`config.mk`:
```
export PLATFORM = sky130hd
export DESIGN_NAME = midi_note_parser
export DESIGN_NICKNAME = d
export VERILOG_FILES = /design/src/rtl/midi_note_parser.sv
export SDC_FILE = /design/constraint.sdc
export NUM_CORES = 1
export LEC_CHECK = 0
export ABC_AREA = 1
export BUFFER_PORTS_ARGS = -buffer_cell sky130_fd_sc_hd__buf_2
export CORE_MARGIN = 3
export CORE_UTILIZATION = 45
export CTS_CLUSTER_DIAMETER = 40
export DETAILED_ROUTE_END_ITERATION = 10
export GPL_ROUTABILITY_DRIVEN = 0
export PLACE_DENSITY = 0.66
export SETUP_SLACK_MARGIN = 0.4
export SLEW_MARGIN = 25
export SYNTH_ARGS = -nofsm -noshare
export SYNTH_HDL_FRONTEND = slang
export SYNTH_SLANG_ARGS = --single-unit
export TNS_END_PERCENT = 5
```
`constraint.sdc`:
```
create_clock -name CLK -period 2.6 [get_ports CLK]
set_input_delay 0.26 -clock CLK [delete_from_list [all_inputs] [get_ports CLK]]
set_output_delay 0.26 -clock CLK [all_outputs]
set_load 0.05 [all_outputs]
```
`src/rtl/midi_note_parser.sv`:
```
// MIDI byte-stream parser: tracks running status and turns channel voice messages on CHANNEL
// into a last-note-priority NOTE/VELOCITY/GATE interface with a Note On strobe.
module midi_note_parser #(
   parameter logic [3:0] CHANNEL = 4'd0
) (
   input  logic       CLK,
   input  logic       RST,
   input  logic [7:0] RX_DATA,
   input  logic       RX_VALID,
   output logic [7:0] NOTE,
   output logic [6:0] VELOCITY,
   output logic       GATE,
   output logic       NOTE_STROBE
);

   typedef enum logic [1:0] {
      StIdle,
      StWaitD1,
      StWaitD2
   } state_e;

   state_e     state_q;
   logic [7:0] status_q;
   logic [6:0] d1_q;
   logic [7:0] note_q;
   logic [6:0] vel_q;
   logic       gate_q;
   logic       strobe_q;

   logic       is_realtime;
   logic       is_syscommon;
   logic       is_status;
   logic       one_byte_msg;
   logic       our_channel;
   logic [3:0] msg_type;

   assign is_realtime  = RX_DATA[7:3] == 5'b11111;
   assign is_syscommon = RX_DATA[7:3] == 5'b11110;
   assign is_status    = RX_DATA[7];
   assign msg_type     = status_q[7:4];
   assign one_byte_msg = (msg_type == 4'hC) || (msg_type == 4'hD);
   assign our_channel  = status_q[3:0] == CHANNEL;

   always_ff @(posedge CLK or posedge RST) begin
      if (RST) begin
         state_q  <= StIdle;
         status_q <= 8'd0;
         d1_q     <= 7'd0;
         note_q   <= 8'd0;
         vel_q    <= 7'd0;
         gate_q   <= 1'b0;
         strobe_q <= 1'b0;
      end else begin
         strobe_q <= 1'b0;
         if (RX_VALID && !is_realtime) begin
            if (is_syscommon) begin
               state_q  <= StIdle;
               status_q <= 8'd0;
            end else if (is_status) begin
               state_q  <= StWaitD1;
               status_q <= RX_DATA;
            end else begin
               unique case (state_q)
                  StIdle: ;
                  // One-byte messages (program change, aftertouch) never affect the voice.
                  StWaitD1: begin
                     if (!one_byte_msg) begin
                        d1_q    <= RX_DATA[6:0];
                        state_q <= StWaitD2;
                     end
                  end
                  StWaitD2: begin
                     state_q <= StWaitD1;
                     if (our_channel) begin
                        if (msg_type == 4'h9 && RX_DATA[6:0] != 7'd0) begin
                           note_q   <= {1'b0, d1_q};
                           vel_q    <= RX_DATA[6:0];
                           gate_q   <= 1'b1;
                           strobe_q <= 1'b1;
                        end else if (msg_type == 4'h8 || msg_type == 4'h9) begin
                           if (gate_q && d1_q == note_q[6:0]) begin
                              gate_q <= 1'b0;
                           end
                        end else if (msg_type == 4'hB && (d1_q == 7'd123 || d1_q == 7'd120)) begin
                           gate_q <= 1'b0;
                        end
                     end
                  end
                  default: state_q <= StIdle;
               endcase
            end
         end
      end
   end

   assign NOTE        = note_q;
   assign VELOCITY    = vel_q;
   assign GATE        = gate_q;
   assign NOTE_STROBE = strobe_q;

endmodule
```
==> results.json <==
{
  "status": "finished, violations left",
  "failed_checks": "negative hold slack",
  "clk_latency_ps": 320,
  "hold_viol": 7,
  "grt_pass1_vias": 1200,
  "cts.clk_slew.worst_paths_ps": 90,
  "final_common_cell": "nand2_1",
  "dp.cells": 278,
  "grt_first_pass_wirelength_um": 5210,
  "syn_nets": 220,
  "synth_edf_count": 0,
  "core_um2": 3420,
  "fin_crit_sh": 0.665,
  "crit_required_ps": 2810,
  "syn_area_per_cell_um2": 7.81,
  "wl_per_cell_um": 10.6,
  "path_buf_inv": 2,
  "post-route-util": 0.537,
  "synth_flop_cell": "dfrtp_1",
  "finalSetupViolCount": 0,
  "die_w_um": 66.2,
  "max_freq_ghz": 0.578,
  "fp.dieH_um": 66.2,
  "syn_to_final_growth_pct": 12.4,
  "yosysWarnings": 0,
  "drc": 0,
  "synth_seq_area_share": 0.506,
  "synth_top_area_frac": 0.506,
  "worst_slack_ps": 871,
  "rsz0062_at_grt": "no",
  "finalNonFillerCells": 284,
  "slew_violations": 0,
  "clock-sinks": 33,
  "synth_compound_gate_area_share": 0.125,
  "cts_made_buffers": 5,
  "synth_top_family_by_area": "simple AND/OR/NAND/NOR gates",
  "relSlewSlack": 0.632,
  "final.min_clock_period_ps": 1730,
  "synth.area.mux_share": 0,
  "drv_cap": 0,
  "vias": 1336,
  "fin_skew_ps": 6.12,
  "netlist_area_um2": 1630,
  "mostFrequentLayoutCells": "nand2_1 (62), inv_1 (41), dfrtp_1 (33)",
  "synth-xor-area-share": 0,
  "dpl_worst_slack_ps": 799,
  "synth_simple_gate_area_frac": 0.246,
  "synth_fa_ha_area_frac": 0,
  "std_cell_rows": 21,
  "start_util": 0.478,
  "die_area_um2": 4380,
  "drive_above_1_share": 0.193,
  "grt_use_total": 0.158,
  "antenna_left": 0,
  "wl_um": 3010,
  "worst_pin_slew_ps": 550,
  "gr-total-overflow": 0,
  "crit_family": "simple AND/OR/NAND/NOR gates",
  "r2r_slack_ps": 870,
  "path_class": "flip-flop to flip-flop",
  "worstPathArrival_ps": 1930,
  "grt_start_max_net_pins": 34,
  "ir_worst_vdd_uv": 376,
  "hp-class": "input pin to asynchronous set/reset pin",
  "crit_top_cell": "nand2_1",
  "synth_area_leaders": "dfrtp_1 (51%), nand2_1 (14%), inv_1 (9.4%)",
  "synth_top_cell_by_area": "dfrtp_1",
  "fin_nets": 250,
  "ys_types": 21,
  "slowest_stage": "dfrtp_1",
  "grt_antenna_before_repair": 0,
  "port_buffers": 26,
  "routed_via_density": 4.70,
  "critPathLaunchType": "flip-flop",
  "cts-root-buf": "clkbuf_4",
  "cts_resized": 0,
  "whs_ps": -9.83,
  "ctsHoldBuffers": 0,
  "p_leak_nw": 0.971,
  "path_cells": "inv_1 > nand2_1 > nor3_1 > nand2_1 > nor3_4 > buf_4 > o21ai_0",
  "fin_tns_setup_ps": 0,
  "powerDensity_nw_per_um2": 679,
  "crit_fanout": 23,
  "synthArstFlopShare": 1.00,
  "yosys_register_bits": 33,
  "htree_levels": 2,
  "dp_hpwl_um": 2270,
  "postCtsSetupRepairBufs": 0,
  "drtPass1Iterations": 4,
  "ctsLongestPathBuffers": 2,
  "drt_iter0_drc": 73,
  "cts_tree": "done",
  "synth_cells": 209,
  "end_kind": "flip-flop",
  "antennaDiodeCount": 0,
  "max_stage_delay_ps": 370,
  "top_level_ports": 28
}
[worst reg2reg max path: stages (launching register included)]
cell and delay [ps]:
dfrtp_1 370, inv_1 60, nand2_1 50, nor3_1 200, nand2_1 130, nor3_4 350, buf_4 330, o21ai_0 120
[synth_stat cells (2+ instances only)]
cell type / instances
a21oi_1: 2
dfrtp_1: 33
inv_1: 41
nand2_1: 62
nand3_1: 7
nand4_1: 3
nor2_1: 19
o21ai_0: 18
o21ai_2: 9
o22ai_1: 4
[path summary, 6_finish.rpt]
check | from | endpoint | cells after the start
max | status_q[2]$_DFFE_PP0P_ | VELOCITY[1]$_DFFE_PP0P_ | 7
min | RST | VELOCITY[6]$_DFFE_PP0P_ | 3
max reg2reg | status_q[2]$_DFFE_PP0P_ | VELOCITY[1]$_DFFE_PP0P_ | 7
min reg2reg | state_q[1]$_DFFE_PP0P_ | state_q[1]$_DFFE_PP0P_ | 2
max in group asynchronous | RST | status_q[6]$_DFFE_PP0P_ | 3
min in group CLK | RX_DATA[2] | VELOCITY[2]$_DFFE_PP0P_ | 3
[flip-flops by register name, summed over array words and instances (netlist names)]
signal	cells
VELOCITY	7
status_q	8
state_q	2
NOTE_STROBE	1
d1_q	7
NOTE	7
GATE	1
[where the power goes]
| part | internal (W) | leakage, nW | switching [W] |
|---|---|---|---|
| Combinational | 0.000108 | 0.590 | 0.000202 |
| Clock | 0.0000936 | 0.0269 | 0.000157 |
| Sequential | 0.000600 | 0.354 | 0.0000855 |
| Total | 0.000802 | 0.971 | 0.000444 |
[metrics by stage]
| stage | area, um^2 | hold WS (ps) | power [W] |
|---|---|---|---|
| after CTS | 1830 | 2.84 | 0.00126 |
| after floorplan | 1630 | 381 | 0.000927 |
| after detailed placement | 1790 | 369 | 0.00101 |
| final | 1830 | -9.83 | 0.00125 |
| after global placement | 1790 | 369 | 0.00101 |
| after global routing | 1830 | 30.9 | 0.00135 |
[routing by layer]
| layer | vias up | global-route usage | part of all wire |
|---|---|---|---|
| met5 | - | 0 | 0 |
| met4 | 0 | 0.0685 | 0.015 |
| met3 | 5 | 0.0425 | 0.045 |
| met2 | 29 | 0.238 | 0.43 |
| met1 | 600 | 0.213 | 0.51 |
| li1 | 702 | - | - |
[cell families after synthesis]
kind of cell | count (synthesis)
AOI/OAI and AO/OA | 33
buffers and inverters | 46
DFF | 33
other | 1
and+or+nand+nor | 96
[area by class of cell]
class	count	area, um^2
inverter	41	154
timing repair buffer	28	145
clock buffer	5	37.5
fill	366	1580
sequential	33	826
tap	46	57.6
multi-input combinational	130	609
clock inverter	1	5.00
Note: power is estimated with default switching activity, not from simulation.
